$ cat config.mk
export PLATFORM = sky130hd
export DESIGN_NAME = coin_credit_tracker
export DESIGN_NICKNAME = d
export VERILOG_FILES = /design/src/rtl/coin_credit_tracker.sv
export SDC_FILE = /design/constraint.sdc
export NUM_CORES = 1
export LEC_CHECK = 0
export ABC_CLOCK_PERIOD_IN_PS = 8600
export CAP_MARGIN = 20
export CORE_ASPECT_RATIO = 0.8
export CORE_MARGIN = 2
export CORE_UTILIZATION = 31
export CTS_CLUSTER_DIAMETER = 120
export DETAILED_ROUTE_END_ITERATION = 16
export GPL_TIMING_DRIVEN = 0
export PLACE_DENSITY_LB_ADDON = 0.08
export SETUP_SLACK_MARGIN = 0.3
export SLEW_MARGIN = 30
export SYNTH_ARGS = -nofsm -noshare
export SYNTH_HDL_FRONTEND = slang
export SYNTH_SLANG_ARGS = --single-unit
$ cat constraint.sdc
create_clock -name clk -period 8.6 [get_ports clk]
set_input_delay 0.86 -clock clk [delete_from_list [all_inputs] [get_ports clk]]
set_output_delay 0.86 -clock clk [all_outputs]
set_load 0.1 [all_outputs]
$ cat src/rtl/coin_credit_tracker.sv
// Credit accumulator, inactivity countdown and greedy coin payout for the vending path.
// Sits upstream of the dispense decision; all outputs are registered.
`timescale 1ns/1ps
module coin_credit_tracker #(
    parameter int                      kNumCoins   = 3,
    parameter int                      kNumItems   = 4,
    parameter int                      kTotalBits  = 31,
    parameter int                      kWaitTime   = 10,
    parameter logic [kNumCoins*32-1:0] COIN_VALUES = {32'd1000, 32'd500, 32'd100},
    parameter logic [kNumItems*32-1:0] ITEM_PRICES = {32'd2000, 32'd1000, 32'd500, 32'd400}
) (
    input  logic                  clk,
    input  logic                  reset,
    input  logic [kNumCoins-1:0]  i_input_coin,
    input  logic [kNumItems-1:0]  i_select_item,
    input  logic [kNumItems-1:0]  i_output_item,
    input  logic                  i_trigger_return,
    output logic [kTotalBits-1:0] o_input_total,
    output logic [31:0]           o_wait_time,
    output logic [kNumCoins-1:0]  o_return_coin,
    output logic                  o_returning
);

    localparam logic [31:0] kWaitLoad = 32'(kWaitTime);

    typedef enum logic [1:0] {S_IDLE, S_ACTIVE, S_RETURN} state_t;

    typedef struct packed {
        state_t                  st;
        logic [kTotalBits-1:0]   credit;
        logic [31:0]             wait_cnt;
        logic [kNumCoins-1:0]    ret_coin;
    } trk_t;

    function automatic logic [kTotalBits-1:0] coin_value(input int idx);
        logic [31:0] raw;
        raw = COIN_VALUES[idx*32 +: 32];
        return kTotalBits'(raw);
    endfunction

    function automatic logic [kTotalBits-1:0] item_price_of(input int idx);
        logic [31:0] raw;
        raw = ITEM_PRICES[idx*32 +: 32];
        return kTotalBits'(raw);
    endfunction

    trk_t cur, nxt;

    logic [kTotalBits-1:0] coin_val, item_price, avail, pay_val;
    logic [kTotalBits:0]   coin_sum;
    logic [kNumCoins-1:0]  pay_onehot;
    logic                  coin_fits, disp_ok, reload, pay_found;

    always_comb begin
        coin_val   = '0;
        item_price = '0;
        for (int i = 0; i < kNumCoins; i++)
            if (i_input_coin[i]) coin_val = coin_val | coin_value(i);
        for (int i = 0; i < kNumItems; i++)
            if (i_output_item[i]) item_price = item_price | item_price_of(i);
    end

    // The extra carry bit detects a coin that would wrap the credit register.
    assign coin_sum  = {1'b0, cur.credit} + {1'b0, coin_val};
    assign coin_fits = ~coin_sum[kTotalBits];
    assign avail     = coin_fits ? coin_sum[kTotalBits-1:0] : cur.credit;
    assign disp_ok   = (|i_output_item) && (avail >= item_price);
    assign reload    = (|i_input_coin) || (|i_select_item) || disp_ok;

    // Largest nonzero denomination that still fits in the remaining credit.
    always_comb begin
        pay_found  = 1'b0;
        pay_val    = '0;
        pay_onehot = '0;
        for (int i = 0; i < kNumCoins; i++) begin
            if (coin_value(i) != '0 && coin_value(i) <= cur.credit &&
                (!pay_found || coin_value(i) > pay_val)) begin
                pay_found     = 1'b1;
                pay_val       = coin_value(i);
                pay_onehot    = '0;
                pay_onehot[i] = 1'b1;
            end
        end
    end

    always_comb begin
        nxt          = cur;
        nxt.ret_coin = '0;
        case (cur.st)
            S_IDLE: begin
                nxt.credit   = '0;
                nxt.wait_cnt = '0;
                if (|i_input_coin) begin
                    nxt.st       = S_ACTIVE;
                    nxt.credit   = coin_val;
                    nxt.wait_cnt = kWaitLoad;
                end
            end
            S_ACTIVE: begin
                nxt.credit = avail - (disp_ok ? item_price : '0);
                if (i_trigger_return) begin
                    nxt.st       = S_RETURN;
                    nxt.wait_cnt = '0;
                end else if (reload) begin
                    nxt.wait_cnt = kWaitLoad;
                end else if (cur.wait_cnt <= 32'd1) begin
                    nxt.st       = S_RETURN;
                    nxt.wait_cnt = '0;
                end else begin
                    nxt.wait_cnt = cur.wait_cnt - 32'd1;
                end
            end
            S_RETURN: begin
                nxt.wait_cnt = '0;
                if (pay_found) begin
                    nxt.ret_coin = pay_onehot;
                    nxt.credit   = cur.credit - pay_val;
                end else begin
                    // After a payout, hold one quiet cycle before leaving.
                    nxt.credit = '0;
                    if (cur.ret_coin == '0) nxt.st = S_IDLE;
                end
            end
            default: begin
                nxt.st       = S_IDLE;
                nxt.credit   = '0;
                nxt.wait_cnt = '0;
            end
        endcase
    end

    always_ff @(posedge clk or posedge reset) begin
        if (reset) begin
            cur.st       <= S_IDLE;
            cur.credit   <= '0;
            cur.wait_cnt <= '0;
            cur.ret_coin <= '0;
        end else begin
            cur <= nxt;
        end
    end

    assign o_input_total = cur.credit;
    assign o_wait_time   = cur.wait_cnt;
    assign o_return_coin = cur.ret_coin;
    assign o_returning   = (cur.st == S_RETURN);

endmodule

==> Flow_metrics.wiki, run 1 <==
{| class="wikitable"
! Metric !! Value
|-
| Overall power consumption || 3640 µW
|-
| CTS tree || built
|-
| Post-synthesis instance total || 798
|-
| WP data required || roughly 8.8 ns
|-
| Clock slew at the register clock pins of the worst setup and hold paths || 0.06 ns
|-
| Setup Skew || 0.00664 ns
|-
| Share of the yosys chip area belonging to registers || between 20 and 30%
|-
| Post-Route WL || 20.6 mm
|-
| Router iterations before antenna repair || 5
|-
| # port buffers || 78
|-
| Main synth FF type || dfrtp_1
|-
| Stage delay of the slowest cell on the critical path || 0.48 ns
|-
| Status || complete, no violations
|-
| Non-filler instance count after layout || 1,168
|-
| Vias in the first global route || 5,901
|-
| Syn Std Cell Area || 6600 µm²
|-
| Die Y-Extent || around 130 µm
|-
| Cell with the most instances after synthesis || buf_4
|-
| Max-cap violations || 0
|-
| Synth cell types || 80
|-
| Kind of path behind the tightest hold check || reg -> reg
|-
| Maximum number of pins on one net before global-route repair || 44
|-
| Full die area || roughly 22,000 µm²
|-
| Power per cell area || 441 nW/µm²
|-
| Count of flip-flops with a built-in enable after synthesis || 0
|-
| Crit path top cell by count || ha_1
|-
| Ratio of cells with drive above 1 in the final layout || 17.6%
|-
| Number of hold buffers added after cts || 0
|-
| Final weighted congestion in routability-driven placement || ~0.9
|-
| WL/cell || 17.6 µm
|-
| Worst hold-check slack || 0.583 ns
|-
| Master of the slowest instance on the critical path || clkdlybuf4s50_1
|-
| Synthesis Warnings || 0
|-
| Post-synthesis async set-or-reset flop share || 100%
|-
| Initial Util || 31.8%
|-
| Combined global-route utilization of all metal layers || 18.8%
|-
| Number of rows in the core area || 47
|-
| Upper clock frequency limit || about 130 MHz
|-
| Area occupied by multi-input gates || between 4000 and 5000 µm²
|-
| Maximum fanout along the worst path || 10
|-
| Worst slew margin relative to its limit || 34.5%
|-
| Half-perimeter wire length after detailed placement || 15.9 mm
|-
| Number of vias in the routed layout || 6,052
|-
| Maximum buffer depth of the clock tree || 2
|-
| Final slew viol count || 0
|-
| Overflow left after global routing || 0
|-
| Wire length of the first global-routing pass || 33.1 mm
|-
| RSZ-0062 raised after global routing || yes
|-
| Share of the cycle needed by the critical path after routing || 91.3%
|-
| Share of the synthesized area in the top cell type || 25.0%
|-
| Initial antenna violation count || 0
|-
| Number of ports placed on the die boundary || 81
|-
| Drt first-iter violations || between 400 and 500
|-
| Element type at the critical path start || primary input
|-
| Leakage power total || 0.00350 µW
|-
| Final setup TNS || 0 ns
|-
| Most instantiated cells after synthesis || 69 x buf_4, 66 x dfrtp_1, 54 x nor2_1
|-
| Critical Path AT || 8.04 ns
|-
| Clock insertion delay at the later pin of the skew report || between 0.3 and 0.4 ns
|-
| Class of the most critical setup path || in -> reg
|-
| Flip-flop and latch count after synthesis || 66
|-
| ANT cells || 0
|-
| Max IR drop VDD || around 0.24 mV
|-
| Placeable Area || a little over 20,000 µm²
|-
| Critical path endpoint category || register
|-
| Final net count || 947
|-
| Number of cells in the design after placement || 1,147
|-
| X dimension of the die || 167 µm
|-
| Clock Root Buffer || clkbuf_16
|-
| P&R area growth vs syn || 24.9%
|-
| Post-synthesis cell type with the largest combined area || dfrtp_1
|-
| Vias per cell || 5.18
|-
| Number of sinks handled by clock tree synthesis || 66
|-
| Cell types with the largest area share after synthesis || dfrtp_1 25%, buf_4 7.9%, xnor2_1 7.0%
|-
| Hold Vio Cnt, Final || 0
|-
| Setup violations, final || 0
|-
| Crit path time final || 7.85 ns
|-
| H-tree levels || 3
|-
| Register cell area after layout || 1650 µm²
|-
| Smallest setup slack after layout || 0.749 ns
|-
| Antenna viol nets, final || 0
|-
| TritonCTS Buffers || 9
|-
| Slew at the pin closest to its max-slew limit || 0.980 ns
|-
| Fill count || 2,166
|-
| Remaining design rule violation count || 0
|-
| Post-Synthesis Mean Instance Area || 8.26 µm²
|-
| Pre-CTS worst setup slack || -0.889 ns
|}
## report_power, final
part	switching (µW)	internal [µW]
Clock	154	271
Combinational	1730	987
Sequential	107	382
## routing by layer
layer / track usage (%) / part of all wire, % / routed length, µm
met5: 0 / 0 / 0
met4: 4.12 / 1.2 / 240
met3: 2.37 / 4.8 / 986
met2: 28.3 / 43 / 8830
met1: 28.5 / 51 / 10500
## cells in the final DEF, fill, tap and decap left out, types with 6 or more instances in the layout
master and instances:
clkdlybuf4s50_1 78, buf_4 74, dfrtp_1 66, nand2_1 53, nor2_1 52, xnor2_1 52, nor4_1 47, ha_1 36
a21oi_1 35, o21ai_0 33, inv_1 29, nor3_1 28, xor2_1 28, nand3_1 21, clkbuf_1 17, nand4_1 16
or3_1 14, o22ai_1 11, buf_2 10, a21o_1 10, or4_1 9, and3_1 9, nor2b_1 9, clkbuf_16 9
or2_2 8, nand2b_1 8, a211oi_1 6, o21ai_1 6, o21bai_1 6
## final timing paths
path	to	start	slack (ns)	cells after the start
worst max register to register	o_input_total[21]	o_input_total[3]	1.77	24
worst min-delay path	cur[67]	o_return_coin[2]	0.58	2
max in group asynchronous	o_input_total[11]	reset	7.22	3
worst max-delay path	o_input_total[21]	i_input_coin[1]	0.75	31
worst min register to register	cur[67]	o_return_coin[2]	0.58	2
min in group asynchronous	o_wait_time[9]	reset	0.84	2
## registers in the layout (all words and copies together) (netlist names)
| register | count |
|---|---|
| cur | 2 |
| o_input_total | 29 |
| o_return_coin | 3 |
| o_wait_time | 32 |
## logic make-up (layout without fill, tap and decap cells)
| logic type | after synthesis | after routing | share of synthesized area (%) |
|---|---|---|---|
| multiplexers | 2 | 2 | 0.323 |
| XOR/XNOR | 81 | 81 | 10.8 |
| AND/OR/NAND/NOR | 313 | 313 | 26.4 |
| flip-flops | 66 | 66 | 25.0 |
| other | 1 | 2 | 0.0569 |
| adder cells (fa/ha/maj) | 39 | 39 | 7.74 |
| AO/OA/AOI/OAI | 163 | 163 | 17.5 |
| buffers and inverters | 133 | 233 | 12.3 |
## timing repair
| item | 4_1_cts | 5_1_grt |
|---|---|---|
| gates resized for setup | 9 | 12 |
| pin swaps | 1 | 3 |
| buffers inserted | 1 | 4 |
| endpoints found under the setup margin | 14 | 17 |
## cell type report
cell class / count / area share (%)
clock inverters: 5 / 1.03
plain buffers: 103 / 8.46
clock buffers: 11 / 3.07
well taps: 269 / 4.09
inverters: 30 / 1.40
repair buffers: 84 / 10.3
flip-flops and latches: 66 / 20.0
multi-input cells: 600 / 51.6
## metrics by stage
step / utilization (%) / instance area [µm²]
after floorplan: - / 6600
after global placement: 37.2 / 7720
after detailed placement: 37.4 / 7760
after CTS: 39.3 / 8150
after global routing: 39.7 / 8240
final: 39.7 / 8240
## worst max-delay path: cells and delay by family
kind            cells  cell delay [ns]
xor+xnor            1             0.12
compound gates      9             1.73
fa+ha+maj           3             0.93
simple gates       11             2.73
buf+inv             7             1.65
Note: power is estimated with default switching activity, not from simulation.
==> run 2, diff against run 1 <==
ABC_CLOCK_PERIOD_IN_PS = 6350   (was 8600)
SKIP_CTS_REPAIR_TIMING = 1   (was unset)
clock period = 6.35 ns   (was 8.6 ns; I/O delays follow)
==> run 2 against run 1 <==
Non-clock buffer count grew 39. Clock skew grew 0.0029 ns. Count of clock-buffer cells in the layout shrank 2. Via count up 3.6%. Register-to-register slack got worse by 1.6 ns. Worst hold slack worse by 0.0038 ns. Largest power group unchanged. Routed wire length is 6.5% higher. Power up 57%.
==> Flow_metrics.wiki, run 2 (synthesis gave the netlist of run 1 again) <==
{| class="wikitable"
! Metric !! Value
|-
| Status || complete, no violations
|-
| Flip-flop count of the largest register, all copies and words added || 32
|-
| # port buffers || 78
|-
| Maximum fanout along the worst path || 7
|-
| Reg2reg end || o_input_total[30]
|-
| Wire length of the first global-routing pass || 33.8 mm
|-
| Overflow left after global routing || 0
|-
| Internal power || 2670 µW
|-
| Switching Fraction || 53.2%
|-
| Share of total power in sequential cells || 12.1%
|-
| Post-Route WL || roughly 22 mm
|-
| Leakage power total || 0.00382 µW
|-
| Final slew viol count || 0
|-
| Beginning of the worst hold path || o_wait_time[11]
|-
| Final net count || 986
|-
| Ratio of cells with drive above 1 in the final layout || 27.9%
|-
| X dimension of the die || between 150 and 200 µm
|-
| Die Y-Extent || about 130 µm
|-
| Startpoint of the lowest-slack register-to-register path || o_input_total[4]
|-
| Number of sinks handled by clock tree synthesis || 66
|-
| Master of the slowest instance on the critical path || dfrtp_1
|-
| Vias per cell || 5.19
|-
| Upper clock frequency limit || 161 MHz
|-
| Placeable Area || 20,800 µm²
|-
| Share of total power in the clock network || 10.0%
|-
| Maximum buffer depth of the clock tree || 2
|-
| Worst slew margin relative to its limit || 34.0%
|-
| Stage delay of the slowest cell on the critical path || just under 0.5 ns
|-
| Share of the cycle needed by the critical path after routing || between 90% and 100%
|-
| Worst hold path endpoint || o_wait_time[11]
|-
| Hold Path Stages || 2
|-
| Kind of path behind the tightest hold check || reg -> reg
|-
| Router iterations before antenna repair || 5
|-
| Remaining design rule violation count || 0
|-
| WP data required || roughly 6.6 ns
|-
| Clock slew at the register clock pins of the worst setup and hold paths || about 0.070 ns
|-
| Max IR drop VDD || 0.266 mV
|-
| Full die area || 22,500 µm²
|-
| Number of ports placed on the die boundary || 81
|-
| RSZ-0062 raised after global routing || yes
|-
| Number of vias in the routed layout || around 6,300
|-
| WL/cell || 18.2 µm
|-
| TritonCTS Buffers || 9
|-
| Final weighted congestion in routability-driven placement || between 0.8 and 0.9
|-
| Clock insertion delay at the later pin of the skew report || 0.35 ns
|-
| Max-cap violations || 0
|-
| CTS tree || built
|-
| Clock Root Buffer || clkbuf_16
|-
| Critical path endpoint category || register
|-
| Element type at the critical path start || register
|-
| Maximum number of pins on one net before global-route repair || 45
|-
| Crit path time final || 6.22 ns
|-
| Part of the power in combinational logic || 77.9%
|-
| Combined global-route utilization of all metal layers || 19.2%
|-
| Critical Path AT || 6.45 ns
|-
| Power per cell area || 623 nW/µm²
|-
| Commonest non-fill, non-tap cells in the layout || 105 x buf_4, 74 x clkdlybuf4s50_1, 65 x dfrtp_1
|-
| Hold Vio Cnt, Final || 0
|-
| Setup violations, final || 0
|-
| Initial antenna violation count || 0
|-
| H-tree levels || 3
|-
| Class of the most critical setup path || reg -> reg
|-
| ANT cells || 0
|-
| Register-to-register path setup slack || 0.13 ns
|-
| Half-perimeter wire length after detailed placement || roughly 16 mm
|-
| Vias in the first global route || 5,880
|-
| Share of the core filled with cells in the final layout || between 40 and 50%
|-
| Number of rows in the core area || 47
|-
| Commonest non-fill, non-tap cell in the layout || buf_4
|-
| Switching power || roughly 3000 µW
|-
| Setup Skew || 0.00954 ns
|-
| Worst hold-check slack || 0.579 ns
|-
| Antenna viol nets, final || 0
|-
| Cell depth of the worst flop-to-flop path || 31
|-
| Initial Util || 31.8%
|-
| P&R area growth vs syn || 38.7%
|-
| Fill count || 2,085
|-
| Slew at the pin closest to its max-slew limit || 0.987 ns
|-
| Drt first-iter violations || 349
|}
==> run 2: worst max-delay path by stage <==
stage,slack [ns],cells past startpoint,start,endpoint
final,0.13,31,o_input_total[4],o_input_total[30]
after global routing,-0.12,34,i_input_coin[0],o_input_total[28]
after CTS,-1.44,29,i_input_coin[1],o_input_total[27]
after detailed placement,-1.78,29,i_input_coin[1],o_input_total[27]
after global placement,-1.71,24,i_input_coin[1],o_input_total[27]
after floorplan,0.32,32,i_input_coin[1],o_input_total[24]
==> run 2: power groups by stage <==
stage | Combinational [µW] | Sequential [µW] | Clock (µW)
finish | 4440 | 688 | 568
global route | 4780 | 708 | 598
CTS | 3660 | 678 | 583
detailed placement | 3640 | 686 | 0
global placement | 3640 | 688 | 0
floorplan | 2900 | 614 | 0
==> run 2: cell type report <==
class | count | area (µm²) | area share, %
Timing Repair Buffer | 123 | 1180 | 12.9
Clock buffer | 9 | 225 | 2.46
Multi-Input combinational cell | 600 | 4820 | 52.7
Tap cell | 269 | 337 | 3.68
Sequential cell | 66 | 1650 | 18.1
Clock inverter | 7 | 101 | 1.11
Inverter | 30 | 118 | 1.29
Buffer | 103 | 717 | 7.84
==> run 2: stage by stage <==
step / std cells / total power [µW] / cell area [µm²] / setup slack (ns) / setup TNS (ns)
2_1_floorplan: 799 / 3510 / 6750 / 0.319 / 0
3_3_place_gp: 1146 / 4330 / 7870 / -1.71 / -26.42
3_5_place_dp: 1147 / 4320 / 7910 / -1.78 / -28.60
4_1_cts: 1163 / 4920 / 8240 / -1.44 / -20.14
5_1_grt: 1207 / 6080 / 9150 / -0.123 / -0.614
6_report: 1207 / 5700 / 9150 / 0.129 / 0
==> run 2: critical path: cells and delay by family (launching register included) <==
family                   cells  cell delay [ns]
AND/OR/NAND/NOR             11             1.67
adder cells (fa/ha/maj)      4             1.25
AO/OA/AOI/OAI               11             2.04
buffers and inverters        5             0.64
flip-flops                   1             0.49
==> run 2: per-layer routing <==
| layer | vias to the layer above | GRT usage, % | share of wire [%] | wire length [µm] |
|---|---|---|---|---|
| li1 | 3113 | - | - | - |
| met1 | 2994 | 28.3 | 49 | 10800 |
| met2 | 150 | 29.4 | 45 | 9910 |
| met3 | 13 | 3.14 | 4.5 | 976 |
| met4 | 0 | 4.36 | 1.2 | 255 |
| met5 | - | 0 | 0 | 0 |
==> run 3, diff against run 2 <==
ABC_AREA = 1   (was unset)
MAX_ROUTING_LAYER = met4   (was unset)
==> run 3 against run 2 <==
Routed wire length up 11%. Largest cell class unchanged. Power down 1.8%. Cell count up 27%. Highest routed layer unchanged. Non-clock buffer count down 19. First-iteration DRC count up 20%. Die area up 9.1%. Setup slack better by 0.34 ns. Worst hold slack worse by 0.075 ns. Critical path depth up 18. Global-route usage up 1.4 points. Maximum frequency up 5.7%.
==> Flow_metrics.wiki, run 3 <==
{| class="wikitable"
! Metric !! Value
|-
| Clock slew at the register clock pins of the worst setup and hold paths || 0.06 ns
|-
| GR met1 Demand/Resource || 29.8%
|-
| Post-Synthesis Mean Instance Area || 6.60 µm²
|-
| Placeable Area || 22,700 µm²
|-
| Router iterations before antenna repair || 5
|-
| Share of the synthesized area in the top cell type || a little under a quarter
|-
| Maximum fanout along the worst path || 7
|-
| TritonCTS Buffers || 9
|-
| Max IR drop VDD || 0.377 mV
|-
| Critical Path AT || 6.13 ns
|-
| Crit path time final || 5.88 ns
|-
| Element type at the critical path start || primary input
|-
| Half-perimeter wire length after detailed placement || 19.1 mm
|-
| Maximum number of pins on one net before global-route repair || 42
|-
| Count of flip-flops with a built-in enable after synthesis || 0
|-
| Syn Std Cell Area || around 7200 µm²
|-
| Post-synthesis instance total || 1,093
|-
| Share of the cycle needed by the critical path after routing || about 93%
|-
| Power per cell area || 589 nW/µm²
|-
| GR Layer Usage met2 || between 20% and 30%
|-
| Critical path endpoint category || register
|-
| Number of vias in the routed layout || around 7,300
|-
| X dimension of the die || 175 µm
|-
| H-tree levels || 3
|-
| Master of the slowest instance on the critical path || fa_2
|-
| Number of sinks handled by clock tree synthesis || between 60 and 70
|-
| RSZ-0062 raised after global routing || yes
|-
| # port buffers || 78
|-
| Vias per cell || between 4 and 5
|-
| Flip-flop count of the largest register, all copies and words added || 32
|-
| ANT cells || 0
|-
| Vias in the first global route || 6,820
|-
| Wire length of the first global-routing pass || roughly 38 mm
|-
| CTS tree || built
|-
| Kind of path behind the tightest hold check || reg -> reg
|-
| Full die area || 24,500 µm²
|-
| Busiest grt layer || met1
|-
| Commonest non-fill, non-tap cells in the layout || 235 x nand2_1, 118 x nor2_1, 109 x inv_1
|-
| Cell with the most instances after synthesis || nand2_1
|-
| Cell types with the largest area share after synthesis || dfrtp_1 23%, nand2_1 13%, buf_4 7.0%
|-
| Class of the most critical setup path || in -> reg
|-
| WP data required || 6.59 ns
|-
| Max-cap violations || 0
|-
| Hold Path Stages || 1
|-
| Most instantiated cells after synthesis || 253 x nand2_1, 128 x nor2_1, 118 x inv_1
|-
| P&R area growth vs syn || 31.6%
|-
| Final net count || 1,277
|-
| Initial Util || 31.8%
|-
| Overall power consumption || 5590 µW
|-
| Synth cell types || between 40 and 50
|-
| Setup violations, final || 0
|-
| Placement Cell Area || 8410 µm²
|-
| Setup Skew || between 0.009 and 0.01 ns
|-
| Slew at the pin closest to its max-slew limit || 1.01 ns
|-
| Antenna viol nets, final || 0
|-
| Number of ports placed on the die boundary || 81
|-
| Final weighted congestion in routability-driven placement || around 0.91
|-
| Design area || approximately 9500 µm²
|-
| Worst slew margin relative to its limit || 32.8%
|-
| Cell depth of the worst flop-to-flop path || 46
|-
| Main synth FF type || dfrtp_1
|-
| Synthesis Warnings || 0
|-
| Overflow left after global routing || 0
|-
| Hold Vio Cnt, Final || 0
|-
| Drt first-iter violations || 418
|-
| Combined global-route utilization of all metal layers || 20.6%
|-
| Maximum buffer depth of the clock tree || 2
|-
| Initial antenna violation count || 0
|-
| Die Y-Extent || 140 µm
|-
| WL/cell || 15.9 µm
|-
| Stage delay of the slowest cell on the critical path || 0.36 ns
|-
| Crit path top cell by count || nand2_2
|-
| Leakage power total || 0.00456 µW
|-
| Commonest non-fill, non-tap cell in the layout || nand2_1
|-
| Upper clock frequency limit || 170 MHz
|-
| Flip-flop and latch count after synthesis || 66
|-
| Post-synthesis cell type with the largest combined area || dfrtp_1
|-
| Final slew viol count || 0
|-
| Number of rows in the core area || 49
|-
| Post-synthesis async set-or-reset flop share || between 90% and 100%
|-
| Share of the yosys chip area belonging to registers || 22.9%
|-
| Ratio of cells with drive above 1 in the final layout || between 20% and 30%
|-
| Clock insertion delay at the later pin of the skew report || 0.35 ns
|-
| Status || complete, no violations
|-
| Remaining design rule violation count || 0
|-
| Clock Root Buffer || clkbuf_16
|-
| Met3 global-route usage || a little under 3%
|-
| Post-Route WL || ~24 mm
|}
run 3: per-stage QoR:
step                      TNS [ns]  setup WS (ns)  util [%]  instances  hold WS (ns)
after CTS                   -20.23          -1.38      38.4       1495         0.516
after floorplan                  0          0.419         -       1094         0.460
after detailed placement    -29.34          -1.74      37.1       1479         0.505
after global routing             0         0.0286      41.9       1535         0.530
after global placement      -28.43          -1.72      36.9       1478         0.491
final                            0          0.465      41.9       1535         0.504
run 3: area by class of cell:
type | instances | area (µm²)
buffer | 88 | 669
clock buffer | 10 | 239
clock inverter | 6 | 65.1
fill | 2454 | 13200
inverter | 127 | 509
multi-input combinational | 813 | 4820
sequential | 66 | 1660
tap | 306 | 383
timing repair buffer | 119 | 1150
run 3: per-layer routing:
| layer | part of all wire (%) | vias to the layer above | wire length (µm) |
|---|---|---|---|
| li1 | - | 3740 | - |
| met1 | 50 | 3386 | 12300 |
| met2 | 42 | 174 | 10400 |
| met3 | 5.3 | 37 | 1310 |
| met4 | 2.0 | 0 | 485 |
| met5 | 0 | - | 0 |
run 3: cells by family after synthesis:
| logic type | after synthesis | share of synthesized area, % |
|---|---|---|
| AND/OR/NAND/NOR | 610 | 39.0 |
| buffers and inverters | 215 | 15.5 |
| XOR/XNOR | 60 | 7.28 |
| other | 1 | 0.0520 |
| flip-flops | 66 | 22.9 |
| AO/OA/AOI/OAI | 102 | 8.24 |
| adder cells (fa/ha/maj) | 39 | 7.08 |
run 3: final timing paths:
check / slack [ns] / to / start
worst max-delay path: 0.47 / o_input_total[28] / i_input_coin[2]
worst min-delay path: 0.50 / o_wait_time[0] / o_wait_time[0]
worst min register to register: 0.50 / o_wait_time[0] / o_wait_time[0]
worst max register to register: 0.47 / o_input_total[28] / o_input_total[6]
max in group asynchronous: 5.18 / o_input_total[17] / reset
min in group asynchronous: 0.63 / o_wait_time[11] / reset
run 3: worst max-delay path: cells and delay by family:
kind,cells,cell delay [ns]
adder cells (fa/ha/maj),4,1.10
AND/OR/NAND/NOR,33,3.01
buffers and inverters,8,0.86
AO/OA/AOI/OAI,4,0.51
run 3: power by group:
part	switching, µW	internal, µW
Clock	218	316
Combinational	2850	1520
Sequential	169	523
Total	3230	2360
